$ cat config.mk
export PLATFORM = sky130hd
export DESIGN_NAME = alu_arbiter
export DESIGN_NICKNAME = d
export VERILOG_FILES = /design/src/rtl/alu_arbiter_pkg.sv /design/src/rtl/alu_arb_pick.sv /design/src/rtl/alu_arbiter.sv
export SDC_FILE = /design/constraint.sdc
export NUM_CORES = 1
export LEC_CHECK = 0
export ABC_AREA = 1
export CAP_MARGIN = 25
export CORE_ASPECT_RATIO = 1.25
export CORE_MARGIN = 5
export CORE_UTILIZATION = 36
export DETAILED_ROUTE_END_ITERATION = 16
export HOLD_SLACK_MARGIN = 0.02
export PLACE_DENSITY = 0.77
export SLEW_MARGIN = 20
export SYNTH_ARGS = -nofsm -noshare
export SYNTH_HDL_FRONTEND = slang
export SYNTH_SLANG_ARGS = --single-unit
$ cat constraint.sdc
create_clock -name clk -period 1.2 [get_ports clk]
set_input_delay 0.24 -clock clk [delete_from_list [all_inputs] [get_ports clk]]
set_output_delay 0.24 -clock clk [all_outputs]
set_load 0.02 [all_outputs]
$ cat src/rtl/alu_arbiter_pkg.sv
// Shared definitions for the two-requester ALU arbiter: opcode constants,
// datapath widths, FSM state type and the illegal-opcode check.
package alu_arbiter_pkg;

  localparam int unsigned DATA_W = 16;
  localparam int unsigned OP_W   = 4;
  localparam int unsigned CC_W   = 4;
  localparam int unsigned CNT_W  = 3;

  localparam logic [OP_W-1:0] OP_ADD = 4'b0001;
  localparam logic [OP_W-1:0] OP_SUB = 4'b0010;
  localparam logic [OP_W-1:0] OP_AND = 4'b0101;
  localparam logic [OP_W-1:0] OP_OR  = 4'b0110;
  localparam logic [OP_W-1:0] OP_XOR = 4'b0111;
  localparam logic [OP_W-1:0] OP_MUL = 4'b1111;

  // Flags reported for an illegal opcode: {N,Z,C,V} with only Z set
  localparam logic [CC_W-1:0] CC_ILLEGAL = 4'b0100;

  typedef enum logic [1:0] {
    IDLE = 2'd0,
    EXEC = 2'd1,
    RESP = 2'd2
  } state_e;

  // Opcodes with no ALU meaning; these complete with an error response
  function automatic logic is_illegal_op(input logic [OP_W-1:0] op);
    return (op == 4'b0000) || (op == 4'b0011) ||
           (op == 4'b0100) || (op == 4'b1010);
  endfunction

endpackage

$ cat src/rtl/alu_arb_pick.sv
// Two-input grant selector.
// Ports:
//   valid0, valid1 : request valids
//   prio           : preferred requester when both are valid (0 for fixed priority)
//   grant_c        : some requester can be granted (combinational)
//   grant_id_c     : index of the requester that wins (combinational)
module alu_arb_pick (
  input  logic valid0,
  input  logic valid1,
  input  logic prio,
  output logic grant_c,
  output logic grant_id_c
);

  // Contention resolves to prio; otherwise the only valid requester wins
  always_comb begin
    grant_c    = valid0 | valid1;
    grant_id_c = (valid0 && valid1) ? prio : valid1;
  end

endmodule

$ cat src/rtl/alu_arbiter.sv
// Arbitrates two requesters onto one external combinational ALU, holds the
// operands for a fixed number of execute cycles and returns the registered
// result through a valid/ready response channel.
// Optional feature: define ALU_ARB_RR_EN for round-robin arbitration;
// without it requester 0 always wins.
// Ports:
//   clk, reset_n                  : clock, async active-low reset
//   reqN_valid/ready/aluop/a/b    : request channels (ready is the grant pulse)
//   alu_valA/valB/aluop/sub       : registered operands to the shared ALU
//   alu_result, alu_cc            : ALU result and {N,Z,C,V}
//   rsp_valid/ready/id/result/cc/err : response channel
// Parameter MUL_CYCLES (1-8): execute cycles for OP_MUL.
module alu_arbiter
  import alu_arbiter_pkg::*;
#(
  parameter int unsigned MUL_CYCLES = 2
) (
  input  logic              clk,
  input  logic              reset_n,
  input  logic              req0_valid,
  input  logic              req1_valid,
  output logic              req0_ready,
  output logic              req1_ready,
  input  logic [OP_W-1:0]   req0_aluop,
  input  logic [OP_W-1:0]   req1_aluop,
  input  logic [DATA_W-1:0] req0_a,
  input  logic [DATA_W-1:0] req0_b,
  input  logic [DATA_W-1:0] req1_a,
  input  logic [DATA_W-1:0] req1_b,
  output logic [DATA_W-1:0] alu_valA,
  output logic [DATA_W-1:0] alu_valB,
  output logic [OP_W-1:0]   alu_aluop,
  output logic              alu_sub,
  input  logic [DATA_W-1:0] alu_result,
  input  logic [CC_W-1:0]   alu_cc,
  output logic              rsp_valid,
  input  logic              rsp_ready,
  output logic              rsp_id,
  output logic [DATA_W-1:0] rsp_result,
  output logic [CC_W-1:0]   rsp_cc,
  output logic              rsp_err
);

  state_e              state_q;
  state_e              state_d;
  logic [CNT_W-1:0]    cnt_q;
  logic                err_q;
  logic                take;
  logic                exec_done;
  logic                pick_grant_c;
  logic                pick_id_c;
  logic                prio;
  logic [OP_W-1:0]     op_sel;
  logic [DATA_W-1:0]   a_sel;
  logic [DATA_W-1:0]   b_sel;

`ifdef ALU_ARB_RR_EN
  logic rr_ptr_q;

  // Pointer names the preferred requester; after a grant it favours the other one
  always_ff @(posedge clk or negedge reset_n) begin
    if (!reset_n) begin
      rr_ptr_q <= 1'b0;
    end else if (take) begin
      rr_ptr_q <= ~pick_id_c;
    end
  end

  assign prio = rr_ptr_q;
`else
  assign prio = 1'b0;
`endif

  alu_arb_pick u_pick (
    .valid0     (req0_valid),
    .valid1     (req1_valid),
    .prio       (prio),
    .grant_c    (pick_grant_c),
    .grant_id_c (pick_id_c)
  );

  // Request fields of the winner; only consumed in the grant cycle
  assign op_sel = pick_id_c ? req1_aluop : req0_aluop;
  assign a_sel  = pick_id_c ? req1_a     : req0_a;
  assign b_sel  = pick_id_c ? req1_b     : req0_b;

  // State register
  always_ff @(posedge clk or negedge reset_n) begin
    if (!reset_n) begin
      state_q <= IDLE;
    end else begin
      state_q <= state_d;
    end
  end

  // Next state and grant decode; ready is held off while reset is asserted
  always_comb begin
    state_d    = state_q;
    req0_ready = 1'b0;
    req1_ready = 1'b0;
    take       = 1'b0;
    exec_done  = 1'b0;
    case (state_q)
      IDLE: begin
        if (pick_grant_c && reset_n) begin
          take       = 1'b1;
          req0_ready = ~pick_id_c;
          req1_ready = pick_id_c;
          state_d    = EXEC;
        end
      end
      EXEC: begin
        if (cnt_q == '0) begin
          exec_done = 1'b1;
          state_d   = RESP;
        end
      end
      RESP: begin
        if (rsp_valid && rsp_ready) begin
          state_d = IDLE;
        end
      end
      default: state_d = IDLE;
    endcase
  end

  // Operand capture, execute counter and response registers
  always_ff @(posedge clk or negedge reset_n) begin
    if (!reset_n) begin
      alu_valA   <= '0;
      alu_valB   <= '0;
      alu_aluop  <= '0;
      alu_sub    <= 1'b0;
      cnt_q      <= '0;
      err_q      <= 1'b0;
      rsp_valid  <= 1'b0;
      rsp_id     <= 1'b0;
      rsp_result <= '0;
      rsp_cc     <= '0;
      rsp_err    <= 1'b0;
    end else begin
      if (take) begin
        alu_valA  <= a_sel;
        alu_valB  <= b_sel;
        alu_aluop <= op_sel;
        alu_sub   <= (op_sel == OP_SUB);
        rsp_id    <= pick_id_c;
        err_q     <= is_illegal_op(op_sel);
        // Counter holds the number of execute cycles still to follow
        cnt_q     <= (op_sel == OP_MUL) ? CNT_W'(MUL_CYCLES - 1) : '0;
      end else if ((state_q == EXEC) && (cnt_q != '0)) begin
        cnt_q <= cnt_q - 3'd1;
      end

      if (exec_done) begin
        rsp_valid  <= 1'b1;
        rsp_result <= err_q ? '0 : alu_result;
        rsp_cc     <= err_q ? CC_ILLEGAL : alu_cc;
        rsp_err    <= err_q;
      end else if (rsp_valid && rsp_ready) begin
        rsp_valid <= 1'b0;
      end
    end
  end

endmodule

Word level (Yosys, flattened, before mapping)
Index checks and enable logic that the tools add are counted.
{"block": "totals", "reg_bits": 66}
{"block": "op_classes", "mux": 23, "n_reduce_logical": 14, "bitwise": 2, "n_eq_ne": 10, "add_sub_neg": 1}
{"cell": "$mux 16", "count": 3}
{"cell": "$mux 1", "count": 12}
{"cell": "$eq 4x2->1 const B", "count": 2}
{"cell": "$eq 4x4->1 const B", "count": 2}
{"cell": "$mux 4", "count": 2}
{"cell": "$mux 2", "count": 3}
{"cell": "$mux 3", "count": 2}
{"cell": "$ne 2x2->1 const B", "count": 3}
{"cell": "$pmux 2 s3", "count": 1}
{"cell": "$eq 4x3->1 const B", "count": 1}
{"cell": "$logic_and 1x1->1", "count": 4}
{"cell": "$logic_not 4->1", "count": 1}
{"cell": "$reduce_bool 2->1", "count": 2}
{"cell": "$logic_not 3->1", "count": 1}
{"cell": "$logic_or 1x1->1", "count": 3}
{"cell": "$reduce_and 3->1", "count": 1}
{"cell": "$reduce_bool 3->1", "count": 1}
{"cell": "$sub 3x1->3 const B", "count": 1}
{"cell": "$eq 2x1->1 const B", "count": 1}
{"cell": "$eq 2x2->1 const B", "count": 1}
{"cell": "$logic_not 2->1", "count": 1}
{"cell": "$not 1->1", "count": 1}
{"cell": "$or 1x1->1", "count": 1}

Logic depth before layout (Yosys ltp)
Gate-level depths: netlist of run 1.
{"block": "logic_depth", "word_depth": 7, "ltp_mapped": 10, "depth_no_buf": 9}

Modules after synthesis
From an unflattened synthesis of run 1, not the netlist that was laid out.
{"block": "hier_totals", "hier_cells": 363, "area_unflattened_um2": 2969.1}
{"mod": "alu_arbiter", "area_each_um2": 2946.6, "n_inst": 1, "cells_each": 358, "seq_area_each_um2": 1651.6}
{"mod": "alu_arb_pick", "area_each_um2": 22.5, "n_inst": 1, "cells_each": 5, "seq_area_each_um2": 0.0}

Least setup slack after synthesis of run 1
Ideal clock, no wire load.
{"block": "synth_timing", "kind": "register to output", "startpoint": "register state_q[1]", "endpoint": "output req1_ready", "path_slack_ns": -0.164, "stages_incl_launch_ff": 5, "arrival_time_ns": 1.124, "required_ns": 0.960, "path_cell_list": "dfrtp_1 nor2_2 nand3_4 buf_2 nor2_1"}
{"block": "synth_between", "elab_chain_len": 2}
{"element": "start: declaration", "line_no": "alu_arbiter.sv:44", "rtl": "state_e state_q;"}
{"element": "start signal: assignment", "line_no": "alu_arbiter.sv:92", "rtl": "state_q <= state_d;"}
{"element": "$logic_not 2->1", "line_no": "alu_arbiter.sv:103", "rtl": "case (state_q)"}
{"element": "$mux 1", "line_no": "alu_arbiter.sv:103"}
{"element": "end: declaration", "line_no": "alu_arbiter.sv:23", "rtl": "output logic req1_ready,"}
Every way passes these cells.

Worst setup path after layout of run 1
{"block": "layout_timing", "startpoint": "register state_q[0]", "endpoint": "output req1_ready"}
The elaborated chain is that of the path after synthesis.

==> results of run 1 <==
-- routing by layer --
| layer | GRT usage [%] | vias to the layer above |
|---|---|---|
| li1 | - | 1479 |
| met2 | 33.30 | 131 |
| met5 | 0 | - |
| met1 | 21.74 | 1427 |
| met3 | 6.501 | 20 |
| met4 | 6.145 | 0 |
-- critical path: cells and delay by family, from the launching register on --
family        cells  cell delay [ns]
flops             1             0.41
simple gates      3             0.37
buf+inv           1             0.13
-- state kept, by name, summed over array words and instances (netlist names) --
register,flops
alu_valA,16
alu_valB,16
rsp_result,16
alu_aluop,4
rsp_cc,4
cnt_q,3
state_q,2
alu_sub,1
err_q,1
rsp_err,1
rsp_id,1
rsp_valid,1
-- power by group through the flow --
stage | Clock [mW] | Combinational [mW] | Sequential [mW]
3_5_place_dp | 0 | 5.65 | 3.80
6_report | 1.69 | 5.44 | 3.74
5_1_grt | 1.85 | 5.87 | 3.89
3_3_place_gp | 0 | 5.57 | 3.72
2_1_floorplan | 0 | 1.83 | 4.83
4_1_cts | 1.75 | 5.19 | 3.74
-- area by class of cell --
| type | count | area (µm²) | share of cell area, % |
|---|---|---|---|
| sequential | 66 | 1652 | 33.11 |
| clock inverter | 4 | 26.28 | 0.5267 |
| multi-input combinational | 220 | 1219 | 24.43 |
| timing repair buffer | 194 | 1748 | 35.04 |
| clock buffer | 12 | 155.1 | 3.110 |
| tap | 97 | 121.4 | 2.433 |
| inverter | 16 | 67.56 | 1.354 |
-- per-stage QoR --
step | std cells | util [%]
floorplan | 326 | -
global placement | 577 | 57.98
detailed placement | 577 | 57.98
CTS | 603 | 59.52
global route | 609 | 60.88
finish | 609 | 60.88
-- final timing paths --
check,endpoint,slack [ns],cells past startpoint
setup / recovery,req1_ready,-0.28,4
hold / removal,rsp_result[0],0.02,2
setup reg to reg,rsp_result[13],-0.26,6
hold reg to reg,rsp_id,0.49,2
max in group asynchronous,alu_valA[0],0.47,3
min in group clk,alu_sub,0.45,5
-- logic make-up (layout without fill, tap and decap cells) --
kind of cell,count (synthesis),after routing,synth area share [%]
flip-flops,66,66,54.82
buffers and inverters,40,226,7.434
XOR/XNOR,1,1,0.2908
AO/OA/AOI/OAI,65,65,14.58
adder cells (fa/ha/maj),2,2,0.8304
AND/OR/NAND/NOR,152,152,22.05
-- cell usage in the layout, fill, tap and decap left out, types with 4 or more instances in the layout --
cell type / n
nand2_1: 57
buf_6: 11
o21ai_1: 5
buf_4: 19
o21ai_0: 5
nand3_1: 41
clkbuf_8: 11
a22o_1: 19
nor2_4: 4
dfrtp_1: 66
nor2_1: 40
a31oi_1: 33
clkdlybuf4s50_1: 93
buf_2: 58
inv_1: 13
buf_12: 5
-- timing repair --
action,4_1_cts,5_1_grt
gates cloned,5,2
hold buffers,1,0
gates resized for setup,272,18
buffers inserted,4,4
pin swaps,3,2
setup endpoints to repair,122,66
hold endpoints to repair,24,0
==> results.txt, run 1 <==
----------------------------------------------------
[Route]
  Iteration-0 DRC Markers ... 100
  Number of nets with antenna violations after routing ... 0
  Via-per-instance ratio ... ~5.0
  Drt wl/cell ... ~16 µm
  First-pass iteration count of the detailed router ... 4
  Met2 Routed Length ... ~5 mm
  Aggregate routed wire length ... 9.912 mm
  Metal-1 WL ... between 3 and 4 mm
  Detailed-route via count ... 3057
  Met3 WL ... 789 µm
  Uppermost routed layer ... met4
  DRC Markers ... 0

[Timing]
  Final worst path period share ... 123.2%
  Final worst-path setup slack ... -0.2778 ns
  Worst-case headroom to the max-slew limit ... approximately 65%
  Final hold violation count ... 0
  Final sum of negative setup slack ... -11.90 ns
  Final Slew Violations ... 0
  Highest clock frequency the design can meet ... 676.7 MHz
  Total setup violations reported at the end of the flow ... 63
  Final worst hold slack ... between 0.02 and 0.025 ns
  Final Skew ... between 0.005 and 0.006 ns
  Tightest Pin Transition ... roughly 0.52 ns
  Setup repair after global routing missed its margin ... yes
  Clock period minus final worst setup slack ... between 1 and 1.5 ns

[Clock network]
  CTS tree ... built
  CTS clk-pin slew, worst paths ... around 0.070 ns
  CTS Root Buffer Type ... clkbuf_8
  # clock sinks ... 66
  Clock buffers created by TritonCTS ... 9
  Clock H-tree levels ... 3
  Skew-Pair Late Insertion Delay ... ~0.33 ns
  Max Root-Sink Buffers ... 2

[Power]
  Total power ... around 11 mW
  Clock network power share ... about 16%
  Leak ... around 2.3 nW
  Gate power share ... approximately 50%
  Max rail drop VDD ... 1.093 mV
  Share of total power in sequential cells ... 34.4%
  Power per unit of standard cell area ... approximately 2200 mW/mm²
  Total net switching power ... between 4 and 5 mW
  Total internal power ... 6.452 mW
  Sw frac ... 40.60%

[Floorplan]
  Top Ports ... 159
  Vertical die dimension ... 112.3 µm
  Die width ... roughly 92 µm
  Total Die Area ... roughly 0.010 mm²
  Number of cell rows ... 37
  Starting density of the core ... a little under two fifths
  Core outline area ... just over 0.008 mm²

[Global route]
  Number of global-route vias before repair ... around 3100
  Aggregate global-route resource usage ... a little under a fifth
  Total global routing overflow ... 0
  Initial antenna violation count ... 0
  Pin count of the biggest net entering global routing ... 43
  Global-route wire length before repair ... 15.66 mm

[Setup path]
  CP cell instances ... nor2_4 > nand3_4 > nor2_4 > buf_6
  Slowest Stage Delay on Critical Path ... approximately 0.41 ns
  Category of the worst setup path capture point ... primary output
  Beginning of the worst register-to-register path ... state_q[1]
  Critical path arrival ... 1.24 ns
  Required time reported for the critical path endpoint ... around 0.96 ns
  Setup Crit Path Kind ... reg2out
  Most common cell on crit path ... nor2_4
  Launch point of the worst path ... state_q[0]
  Slowest stage cell, crit path ... dfrtp_1
  Kind of launch point of the worst setup path ... flip-flop
  Crit path max fanout ... 2

[Logic synthesis]
  Number of warnings reported in the yosys synthesis log ... 0
  Post-synth design cell area ... about 0.003 mm²
  Count of cell types in the netlist ... 24
  Share of synthesized area occupied by flip-flops and latches ... between 50% and 60%
  Leading area contributor after synthesis ... dfrtp_1
  Gate Count Post-Synth ... between 300 and 400
  List of most frequent post-synthesis cells ... dfrtp_1, nand2_1, nor2_1, nand3_1, a31oi_1
  Number of synthesized register bits ... between 60 and 70
  Share of async-settable or async-resettable flops after synthesis ... between 90% and 100%
  Area share of the leading cell type in the synthesized netlist ... 54.82%
  Leading register cell type out of synthesis ... dfrtp_1
  Avg Cell Area, Syn ... ~9.2 µm²
  Most repeated cell in the gate-level netlist after synthesis ... dfrtp_1
  Synthesized Nets ... ~430
  Number of synthesized flops with an enable pin ... 0
  Leading cell types by total area after synthesis ... dfrtp_1, nand2_1, a31oi_1, nand3_1, a22o_1

[Placed design]
  Placer congestion estimate ... around 0.78
  Placement Cell Area ... between 0.004 and 0.005 mm²
  Sum of net half-perimeters after detailed placement ... 6.625 mm
  Port Buf Inserts ... between 150 and 200
  Setup slack at placement ... -0.7819 ns

[Status]
  Run status ... finished with violations
  Violations in the final reports ... setup timing

[Finish]
  Layout cells sized above 1 ... between 20% and 30%
  Number of filler instances in the final layout ... about 730
  Summed area of non-filler cells in the final layout ... 0.004989 mm²
  Final net count ... roughly 600
  Synth-to-Final Area Change ... 65.57%
  Diodes inserted ... 0

[Run]
  Max-capacitance violation count ... 0

[Hold path]
  Hold crit path type ... in2async

----------------------------------------------------
No activity file was read; power rests on OpenSTA's default activity.
==> run 2, diff against run 1 <==
RECOVER_POWER = 25   (was unset)
==> run 2 against run 1 <==
The flow still finishes with violations (setup timing). Non-clock buffer count stayed put. Sequential share of layout area hardly changed. Worst hold slack better by 0.19 ns. Fmax hardly changed. Sequential power hardly changed. Global-route usage stayed put.
==> results.txt, run 2 (synthesis gave the netlist of run 1 again) <==
----------------------------------------------------
[Status]
  Run status ... finished with violations
  Violations in the final reports ... setup timing

[Route]
  DRC Markers ... 0
  Iteration-0 DRC Markers ... 100
  Number of nets with antenna violations after routing ... 0
  Via-per-instance ratio ... around 5
  Aggregate routed wire length ... between 9 and 10 mm
  Detailed-route via count ... approximately 3000
  First-pass iteration count of the detailed router ... 4
  Drt wl/cell ... 16.28 µm

[Clock network]
  CTS clk-pin slew, worst paths ... approximately 0.070 ns
  Clock H-tree levels ... 3
  # clock sinks ... between 60 and 70
  Max Root-Sink Buffers ... 2
  Skew-Pair Late Insertion Delay ... 0.33 ns
  CTS tree ... built
  CTS Root Buffer Type ... clkbuf_8
  Clock buffers created by TritonCTS ... 9

[Finish]
  Final net count ... between 600 and 700
  Largest registers ... alu_valA: 16 flops, alu_valB: 16 flops, rsp_result: 16 flops
  Highest-count cells in the layout ignoring fill and taps ... clkdlybuf4s50_1, dfrtp_1, buf_2, nand2_1, nand3_1
  Diodes inserted ... 0
  Most common cell after layout, fill and taps aside ... clkdlybuf4s50_1
  Layout cells sized above 1 ... about a quarter
  Synth-to-Final Area Change ... 65.49%
  Final Core Density ... between 60% and 70%

[Placed design]
  Sum of net half-perimeters after detailed placement ... 6.625 mm
  Setup slack at placement ... -0.7819 ns
  Port Buf Inserts ... between 150 and 200
  Placer congestion estimate ... approximately 0.78

[Power]
  Power per unit of standard cell area ... 2178 mW/mm²
  Max rail drop VDD ... between 1 and 1.5 mV
  Leak ... approximately 2.3 nW
  Total power ... approximately 11 mW

[Setup path]
  Required time reported for the critical path endpoint ... about 0.96 ns
  Kind of launch point of the worst setup path ... flip-flop
  Critical path buffers and inverters ... 1
  R2r worst-path depth ... 6
  Setup Crit Path Kind ... reg2out
  Most common cell on crit path ... nor2_4
  Capturing point of the worst reg2reg path ... rsp_result[13]
  WP depth ... 4
  Crit path max fanout ... 2
  Slowest stage cell, crit path ... dfrtp_1
  Kind of cell adding the most delay to the critical path ... flip-flops
  Beginning of the worst register-to-register path ... state_q[1]
  Critical path arrival ... between 1 and 1.5 ns
  Category of the worst setup path capture point ... primary output
  Worst reg-to-reg setup slack ... -0.26 ns
  Slowest Stage Delay on Critical Path ... 0.41 ns
  CP cell instances ... nor2_4 > nand3_4 > nor2_4 > buf_6

[Floorplan]
  Number of cell rows ... 37
  Starting density of the core ... between 30 and 40%
  Die width ... ~92 µm
  Core outline area ... approximately 0.0082 mm²
  Top Ports ... 159
  Total Die Area ... 0.01031 mm²
  Vertical die dimension ... ~110 µm

[Timing]
  Highest clock frequency the design can meet ... ~680 MHz
  Setup repair after global routing missed its margin ... yes
  Tightest Pin Transition ... 1.022 ns
  Total setup violations reported at the end of the flow ... 63
  Final worst-path setup slack ... -0.2779 ns
  Clock period minus final worst setup slack ... 1.478 ns
  Final worst hold slack ... 0.2113 ns
  Final Slew Violations ... 0
  Final hold violation count ... 0
  Final Skew ... between 0.005 and 0.006 ns
  Worst-case headroom to the max-slew limit ... 31.88%
  Final worst path period share ... 123.2%

[Global route]
  GRT busiest layer ... met2
  Pin count of the biggest net entering global routing ... 43
  Global-route wire length before repair ... between 15 and 20 mm
  Met2 demand-to-capacity share in global routing ... between 30% and 40%
  Aggregate global-route resource usage ... between 10% and 20%
  GRT met1 Usage ... 21.74%
  Number of global-route vias before repair ... 3132
  Total global routing overflow ... 0
  GR Util met3 ... around 6.5%
  Initial antenna violation count ... 0

[Hold path]
  Hold crit path type ... in2async

[Run]
  Max-capacitance violation count ... 0

----------------------------------------------------
-- run 2: final cells by class --
class,instances,area (µm²)
fillers,733,3208
clock inverters,4,26.28
inverters,16,67.56
repair buffers,194,1745
clock buffers,12,155.1
multi-input cells,220,1219
flip-flops and latches,66,1652
well taps,97,121.4
-- run 2: worst max-delay path by stage --
stage,from,end,slack [ns]
finish,state_q[0],req1_ready,-0.28
floorplan,state_q[1],req1_ready,-0.02
detailed placement,req0_valid,req1_ready,-0.78
global route,state_q[0],req1_ready,-0.34
global placement,req1_valid,req1_ready,-0.77
CTS,state_q[1],req1_ready,-0.30
-- run 2: layer usage --
metal,part of all wire [%],vias up,wire [µm]
li1,-,1480,-
met1,40,1428,3927
met2,50,130,4992
met3,7.9,20,788
met4,2.1,0,208
met5,0,-,0
-- run 2: power breakdown --
part	total (mW)	internal [mW]	switching, mW
Combinational	5.44	2.39	3.05
Sequential	3.74	3.20	0.536
Clock	1.69	0.860	0.826
Total	10.9	6.45	4.41
-- run 2: timing repair --
action,CTS,global route
pin swaps,3,2
hold buffers,1,0
gates resized for setup,272,18
setup endpoints to repair,122,66
buffers inserted,4,4
hold endpoints to repair,24,0
gates cloned,5,2
-- run 2: through the flow --
stage / instances / instance area (µm²) / TNS, ns
floorplan: 326 / 3057 / -0.02469
CTS: 603 / 4877 / -14.39
global route: 609 / 4986 / -16.72
detailed placement: 577 / 4751 / -29.08
finish: 609 / 4986 / -11.91
global placement: 577 / 4751 / -26.54
==> run 3, diff against run 2 <==
MAX_ROUTING_LAYER = met4   (was unset)
==> run 3 against run 2 <==
The run still ends with setup timing left. Worst setup slack hardly changed. Critical path depth stayed put. Final cell count stayed put. Via count is 0.49% lower. Global-route usage is 0.56 points higher. Largest cell class unchanged. Clock power hardly changed. Utilization stayed put. Sequential share of layout area stayed put. Combinational power hardly changed.
==> results.txt, run 3 (synthesis gave the netlist of run 1 again) <==
----------------------------------------------------
[Timing]
  Total setup violations reported at the end of the flow ... 63
  Final worst path period share ... 123.1%
  Final Slew Violations ... 0
  Clock period minus final worst setup slack ... about 1.5 ns
  Final hold violation count ... 0
  Final Skew ... between 0.005 and 0.006 ns
  Tightest Pin Transition ... between 1 and 1.5 ns
  Highest clock frequency the design can meet ... slightly below 700 MHz
  Setup repair after global routing missed its margin ... yes
  Final worst hold slack ... 0.2117 ns
  Worst-case headroom to the max-slew limit ... between 30% and 40%
  Final worst-path setup slack ... -0.2776 ns

[Route]
  DRC Markers ... 0
  Drt wl/cell ... ~16 µm
  First-pass iteration count of the detailed router ... 4
  Via-per-instance ratio ... around 5
  Number of nets with antenna violations after routing ... 0
  Detailed-route via count ... 3043
  Aggregate routed wire length ... around 9.9 mm
  Iteration-0 DRC Markers ... 102

[Floorplan]
  Total Die Area ... 0.01031 mm²
  Vertical die dimension ... 112.3 µm
  Number of cell rows ... 37
  Die width ... about 92 µm
  Top Ports ... 159
  Core outline area ... 0.008194 mm²
  Starting density of the core ... around 37%

[Finish]
  Non-filler cells in the finished layout ... a little over 600
  Highest-count cells in the layout ignoring fill and taps ... clkdlybuf4s50_1, dfrtp_1, buf_2, nand2_1, nand3_1
  Synth-to-Final Area Change ... 65.49%
  Layout cells sized above 1 ... 25.59%
  Final net count ... 606
  Most common cell after layout, fill and taps aside ... clkdlybuf4s50_1
  Number of filler instances in the final layout ... between 700 and 800
  Diodes inserted ... 0
  Largest registers ... alu_valA: 16 flops, alu_valB: 16 flops, rsp_result: 16 flops

[Clock network]
  Max Root-Sink Buffers ... 2
  Skew-Pair Late Insertion Delay ... 0.33 ns
  Clock H-tree levels ... 3
  Clock buffers created by TritonCTS ... 9
  # clock sinks ... 66
  CTS tree ... built
  CTS Root Buffer Type ... clkbuf_8
  CTS clk-pin slew, worst paths ... 0.07 ns

[Setup path]
  Worst reg-to-reg setup slack ... -0.26 ns
  Setup Crit Path Kind ... reg2out
  Slowest stage cell, crit path ... dfrtp_1
  R2r worst-path depth ... 6
  Critical path arrival ... 1.24 ns
  Crit path max fanout ... 2
  CP cell instances ... nor2_4 > nand3_4 > nor2_4 > buf_6
  Beginning of the worst register-to-register path ... state_q[1]
  Kind of launch point of the worst setup path ... flip-flop
  Launch point of the worst path ... state_q[0]
  Capturing point of the worst reg2reg path ... rsp_result[13]
  Required time reported for the critical path endpoint ... around 0.96 ns
  Most common cell on crit path ... nor2_4
  Category of the worst setup path capture point ... primary output
  Slowest Stage Delay on Critical Path ... approximately 0.4 ns

[Placed design]
  Number of placed instances, taps included ... 577
  Port Buf Inserts ... ~160
  Sum of net half-perimeters after detailed placement ... about 6.6 mm
  Placer congestion estimate ... slightly below 0.8

[Global route]
  Initial antenna violation count ... 0
  GRT met1 Usage ... between 20 and 25%
  Number of global-route vias before repair ... 3140
  Global-route wire length before repair ... 15.64 mm
  GR Util met3 ... under 10%
  Met2 demand-to-capacity share in global routing ... between 30 and 40%
  Aggregate global-route resource usage ... 19.60%
  Total global routing overflow ... 0
  Pin count of the biggest net entering global routing ... 43
  GRT busiest layer ... met2

[Power]
  Leak ... 2.343 nW
  Sw frac ... roughly two fifths
  Total net switching power ... about 4.4 mW
  Power per unit of standard cell area ... 2179 mW/mm²
  Gate power share ... between 50% and 60%
  Share of total power in sequential cells ... 34.4%
  Max rail drop VDD ... about 1.1 mV
  Total internal power ... 6.451 mW
  Clock network power share ... between 10% and 20%

[Status]
  Run status ... finished with violations
  Violations in the final reports ... setup timing

[Run]
  Max-capacitance violation count ... 0

[Hold path]
  Hold crit path type ... in2async

----------------------------------------------------
==> run 3: cell counts in the layout (fill, tap and decap cells not counted) <==
Identical to the previous run, type by type.
==> run 3: timing repair <==
action,CTS,global route
gates cloned,5,2
pin swaps,3,2
setup buffers,4,4
hold buffers,1,0
endpoints found under the setup margin,122,66
resized for setup,272,18
endpoints found under the hold margin,24,0
==> run 3: area by class of cell <==
cell class	instances	area, µm²	area share (%)
Tap cell	97	121.4	2.434
Inverter	16	67.56	1.355
Multi-Input combinational cell	220	1219	24.44
Sequential cell	66	1652	33.12
Clock buffer	12	155.1	3.112
Timing Repair Buffer	194	1745	35.01
Clock inverter	4	26.28	0.5270
==> run 3: power by group through the flow <==
stage,Clock [mW],Sequential [mW],Combinational (mW)
after floorplan,0,4.83,1.83
after global routing,1.85,3.89,5.87
after detailed placement,0,3.80,5.65
after CTS,1.75,3.74,5.19
after global placement,0,3.72,5.57
final,1.69,3.74,5.44
==> run 3: worst max path at each step <==
stage,end,slack [ns],cells after the start
after global placement,req1_ready,-0.77,6
after CTS,req1_ready,-0.30,4
after detailed placement,req1_ready,-0.78,6
after global routing,req1_ready,-0.34,4
final,req1_ready,-0.28,4
after floorplan,req1_ready,-0.02,4
==> run 3: through the flow <==
stage,instance area (µm²),utilization [%],total power [mW],worst slack [ns],TNS (ns)
after floorplan,3057,-,6.663,-0.02469,-0.02469
after global placement,4751,57.98,9.288,-0.7714,-26.54
after detailed placement,4751,57.98,9.448,-0.7819,-29.08
after CTS,4877,59.52,10.68,-0.3043,-14.39
after global routing,4986,60.85,11.61,-0.3443,-16.72
final,4986,60.85,10.87,-0.2776,-11.91
==> run 3: critical path: cells and delay by family, from the launching register on <==
kind | cells | cell delay, ns
and+or+nand+nor | 3 | 0.37
DFF | 1 | 0.41
buffers and inverters | 1 | 0.13
==> run 3: layer usage <==
layer  vias up  part of all wire [%]
met3        16                   6.8
met4         0                   1.8
met2       123                    50
li1       1480                     -
met5         -                     0
met1      1424                    41
